--- src/rtl/rf_pkg.sv ---
// Shared types and constants for the 8x16 register-file write-port controller.
package rf_pkg;

    localparam int RF_WIDTH = 16;
    localparam int RF_AW    = 3;
    localparam int RF_NREGS = 1 << RF_AW;

    typedef enum logic {
        IDLE  = 1'b0,
        CLEAR = 1'b1
    } state_t;

    typedef enum logic {
        REQ_A = 1'b0,
        REQ_B = 1'b1
    } req_id_t;

endpackage

--- src/rtl/rr_arb2.sv ---
// Two-way round-robin grant with a registered priority pointer.
// The pointer moves to the losing side after every grant; block suppresses all grants.
module rr_arb2
    import rf_pkg::*;
(
    input  logic clk,
    input  logic reset,
    input  logic a_valid,
    input  logic b_valid,
    input  logic block,
    output logic a_grant,
    output logic b_grant
);

    req_id_t pri_reg;
    req_id_t pri_next;

    always_comb begin
        a_grant  = 1'b0;
        b_grant  = 1'b0;
        pri_next = pri_reg;
        if (!block) begin
            if (a_valid && (!b_valid || pri_reg == REQ_A)) begin
                a_grant = 1'b1;
            end else if (b_valid) begin
                b_grant = 1'b1;
            end
        end
        // A grant always implies a transfer, since grants require valid.
        if (a_grant) begin
            pri_next = REQ_B;
        end else if (b_grant) begin
            pri_next = REQ_A;
        end
    end

    always_ff @(posedge clk or posedge reset) begin
        if (reset) begin
            pri_reg <= REQ_A;
        end else begin
            pri_reg <= pri_next;
        end
    end

endmodule

--- src/rtl/rf_wr_arb.sv ---
// Write-port controller: round-robin between requesters A and B, plus a clear-all
// sequence that writes zero to every register. All register-file outputs are registered.
module rf_wr_arb
    import rf_pkg::*;
#(
    parameter int WIDTH = RF_WIDTH,
    parameter int AW    = RF_AW
) (
    input  logic             clk,
    input  logic             reset,
    input  logic             a_valid,
    input  logic [AW-1:0]    a_addr,
    input  logic [WIDTH-1:0] a_data,
    output logic             a_ready,
    input  logic             b_valid,
    input  logic [AW-1:0]    b_addr,
    input  logic [WIDTH-1:0] b_data,
    output logic             b_ready,
    input  logic             clr_req,
    output logic             clr_busy,
    output logic             clr_done,
    output logic             rf_wr,
    output logic [AW-1:0]    rf_wr_addr,
    output logic [WIDTH-1:0] rf_d_in
);

    localparam logic [AW:0] CNT_ONE = {{AW{1'b0}}, 1'b1};

    state_t           state_reg, state_next;
    logic [AW:0]      cnt_reg, cnt_next;
    logic             wr_reg, wr_next;
    logic [AW-1:0]    addr_reg, addr_next;
    logic [WIDTH-1:0] data_reg, data_next;
    logic             done_reg, done_next;

    logic a_grant;
    logic b_grant;
    logic block;

    // A clear request wins over both requesters in the cycle it is seen.
    assign block = (state_reg == CLEAR) || clr_req;

    rr_arb2 u_arb (
        .clk     (clk),
        .reset   (reset),
        .a_valid (a_valid),
        .b_valid (b_valid),
        .block   (block),
        .a_grant (a_grant),
        .b_grant (b_grant)
    );

    always_comb begin
        state_next = state_reg;
        cnt_next   = cnt_reg;
        wr_next    = 1'b0;
        addr_next  = addr_reg;
        data_next  = data_reg;
        done_next  = 1'b0;
        case (state_reg)
            IDLE: begin
                if (clr_req) begin
                    state_next = CLEAR;
                    wr_next    = 1'b1;
                    addr_next  = '0;
                    data_next  = '0;
                    cnt_next   = CNT_ONE;
                end else if (a_grant) begin
                    wr_next   = 1'b1;
                    addr_next = a_addr;
                    data_next = a_data;
                end else if (b_grant) begin
                    wr_next   = 1'b1;
                    addr_next = b_addr;
                    data_next = b_data;
                end
            end
            CLEAR: begin
                // The extra counter bit sets only once the last address has been issued.
                if (cnt_reg[AW]) begin
                    state_next = IDLE;
                    done_next  = 1'b1;
                    cnt_next   = '0;
                end else begin
                    wr_next   = 1'b1;
                    addr_next = cnt_reg[AW-1:0];
                    data_next = '0;
                    cnt_next  = cnt_reg + CNT_ONE;
                end
            end
            default: begin
                state_next = IDLE;
            end
        endcase
    end

    always_ff @(posedge clk or posedge reset) begin
        if (reset) begin
            state_reg <= IDLE;
            cnt_reg   <= '0;
            wr_reg    <= 1'b0;
            addr_reg  <= '0;
            data_reg  <= '0;
            done_reg  <= 1'b0;
        end else begin
            state_reg <= state_next;
            cnt_reg   <= cnt_next;
            wr_reg    <= wr_next;
            addr_reg  <= addr_next;
            data_reg  <= data_next;
            done_reg  <= done_next;
        end
    end

    assign a_ready    = a_grant;
    assign b_ready    = b_grant;
    assign clr_busy   = (state_reg == CLEAR);
    assign clr_done   = done_reg;
    assign rf_wr      = wr_reg;
    assign rf_wr_addr = addr_reg;
    assign rf_d_in    = data_reg;

endmodule

--- config.mk ---
export PLATFORM = sky130hd
export DESIGN_NAME = rf_wr_arb
export DESIGN_NICKNAME = d
export VERILOG_FILES = /design/src/rtl/rf_pkg.sv /design/src/rtl/rr_arb2.sv /design/src/rtl/rf_wr_arb.sv
export SDC_FILE = /design/constraint.sdc
export NUM_CORES = 1
export LEC_CHECK = 0
export BUFFER_PORTS_ARGS = -buffer_cell sky130_fd_sc_hd__buf_2
export CORE_AREA = 2 2 59 61
export DETAILED_ROUTE_END_ITERATION = 10
export DIE_AREA = 0 0 61 63
export GPL_TIMING_DRIVEN = 0
export PLACE_DENSITY = 0.76
export SYNTH_ARGS = -nofsm -noshare
export SYNTH_HDL_FRONTEND = slang
export SYNTH_HIERARCHICAL = 1
export SYNTH_SLANG_ARGS = --single-unit
--- constraint.sdc ---
create_clock -name clk -period 2.5 [get_ports clk]
set_input_delay 0.375 -clock clk [delete_from_list [all_inputs] [get_ports clk]]
set_output_delay 0.375 -clock clk [all_outputs]
set_load 0.03 [all_outputs]
==> flow_metrics.tcl <==
set metrics [dict create \
    critPathTopFamily "flip-flops" \
    hpwlAfterDp_um 2470 \
    cp.required_ns 2.12 \
    port_buffers 65 \
    cts_sinks 27 \
    first_pass_iters 4 \
    period_needed_ns 2.35 \
    drc 0 \
    die_x_um 61 \
    post-cts-setup-buffer-count 0 \
    hold_path_depth 3 \
    path_depth 5 \
    rrSetupSlack_ns 0.30 \
    clock_path_buffers 2 \
    num_antenna_cells 0 \
    yosysWarnings 6 \
    rsz0062_at_grt "no" \
    grt_pass1_vias 1204 \
    finalWirelength_um 3240 \
    core_region_area_mm2 0.00323 \
    fin_hold_ws_ns 0.355 \
    reg2reg_depth 7 \
    fill_cells 295 \
    gp_congestion 0.749 \
    fin_nets 240 \
    place_ws_ns 0.0938 \
    tightest_slew_ns 0.961 \
    r2r-end "rf_d_in[4]$_DFFE_PP0P_" \
    p_leak_nw 0.874 \
    drive_gt1_share_pct 43.6 \
    crit_arrival_ns 1.97 \
    path_clk_slew_ns 0.15 \
    vias 1270 \
    start_util_pct 42.7 \
    wl_per_cell_um 13.5 \
    path_class "reg -> out" \
    critPathBufInv 2 \
    cp_max_fo 7 \
    largest_reg_flops 16 \
    grt_util_all_layers_pct 17.9 \
    first_iter_violations 45 \
    syn-cell-area_mm2 0.00138 \
    relSlewSlack_pct 35.9 \
    synth-seq-cells 27 \
    cp_slowest_cell "dfrtp_1" \
    hp-class "in -> reg" \
    cp_cell_sequence "nor2_2 -> inv_1 -> nand2b_1 -> a21oi_2 -> buf_2" \
    grt_pass1_wl_um 5290 \
    crit-reg2reg-launch "clr_busy$_DFF_PP0_" \
    slew_viol_final 0 \
    synth.avg_cell_area_um2 11.0 \
    h-tree-depth 1 \
    vdd_drop_max_mv 0.335 \
    grt_max_degree 27 \
    async_flop_share_pct 100 \
    syn-num-nets 169 \
    min_from "b_data[13]" \
    ios 67 \
    chipHeight_um 63 \
    rows 21 \
    placedCellCount 236 \
    startpoint_type "flop" \
    cts_root_buf "clkbuf_4" \
    crit_path_start "clr_busy$_DFF_PP0_" \
    max_stage_delay_ns 0.49 \
    cts_tree "built" \
    dieArea_mm2 0.00384 \
    clk_latency_ns 0.33 \
    finalHoldViolCount 0 \
    worst_slack_ns 0.152 \
    viasPerCell 5.27 \
    status "completed" \
    setup_tns_ns 0 \
    p_total_mw 1.42 \
    cts_made_buffers 3 \
    hold_end "rf_d_in[13]$_DFFE_PP0P_" \
    drv_cap 0 \
    mostFrequentLayoutCell "buf_2" \
    ys.flop_type "dfrtp_1" \
    finalSetupViolCount 0 \
    synthToLayoutAreaGrowth_pct 31.1 \
    synth_seq_area_share_pct 49.0 \
    min_period_over_period_pct 93.9 \
    antenna_found_initial 0 \
    fin_skew_ns 0.0121 \
    fmax_mhz 426 \
    postRouteAntennaNets 0 \
    power.density_mw_per_mm2 785 \
    synth_edf_count 0 \
    netlist_instances 125 \
    yosys.cell_types.count 27 \
    overflow 0 \
    final_cells 241 \
    layout_common_cells "buf_2 (72), dfrtp_1 (27), o21ai_0 (17), mux2i_1 (17), o41ai_1 (16)" \
    crit_path_end_kind "primary output" \
]
-- cells by family after synthesis --
logic type,count (synthesis),synth area share (%)
multiplexers,17,12.3
buffers and inverters,18,6.07
AND/OR/NAND/NOR,14,7.07
AO/OA/AOI/OAI,48,24.7
adder cells (fa/ha/maj),1,0.906
flip-flops,27,49.0
-- layout make-up --
cell class                      instances  area [um2]  area share, %
Multi-Input combinational cell         80         627           34.6
Clock inverter                          1        7.51          0.415
Timing Repair Buffer                   66         335           18.5
Sequential cell                        27         676           37.3
Inverter                                7        26.3           1.45
Tap cell                               46        57.6           3.18
Clock buffer                            3        22.5           1.24
Buffer                                 11        57.6           3.18
-- worst max path at each step --
stage                                           end  slack [ns]
final                                       a_ready        0.15
after global routing                        a_ready        0.01
after floorplan           rf_wr_addr[0]$_DFFE_PP0P_        0.17
after global placement    rf_wr_addr[0]$_DFFE_PP0P_        0.14
after detailed placement     rf_d_in[4]$_DFFE_PP0P_        0.09
after CTS                                   a_ready        0.01
-- layer usage --
layer,GRT usage (%),share of wire [%]
met2,29.6,48
met5,0,0
met4,5.71,0.80
met3,3.11,5.9
met1,23.4,45
-- worst min-delay path: cells and delay by family --
| kind | cells | cell delay, ns |
|---|---|---|
| AOI/OAI and AO/OA | 1 | 0.08 |
| buffers and inverters | 1 | 0.09 |
| muxes | 1 | 0.12 |
-- per-stage QoR --
stage / utilization (%) / cell area, um2
4_1_cts: 55.9 / 1810
6_report: 56.0 / 1810
2_1_floorplan: - / 1380
3_5_place_dp: 54.7 / 1770
5_1_grt: 56.0 / 1810
3_3_place_gp: 54.7 / 1770
-- Yosys cell counts (2+ instances only) --
cell,number,area share [%]
o21ai_0,17,6.2
clkbuf_1,2,0.54
mux2i_1,17,12
buf_2,7,2.5
dfrtp_1,27,49
o311ai_0,3,1.9
buf_4,2,1.1
nor2_1,2,0.54
o21ai_1,4,1.5
inv_1,7,1.9
nand2b_1,5,2.3
o41ai_1,16,10
a2bb2oi_1,2,1.3
-- power by group --
part	leakage [nW]	switching (mW)	total, mW	internal, mW
registers	0.353	0.0806	0.631	0.551
clock network	0.0139	0.130	0.191	0.0612
logic	0.508	0.377	0.598	0.221
total	0.874	0.587	1.42	0.833
-- timing repair --
item                                   CTS  global route
gates resized for setup                  0             1
endpoints found under the hold margin    1             0
setup endpoints to repair                0             3
hold buffers                             1             0
Power figures use the tool's default switching activity.
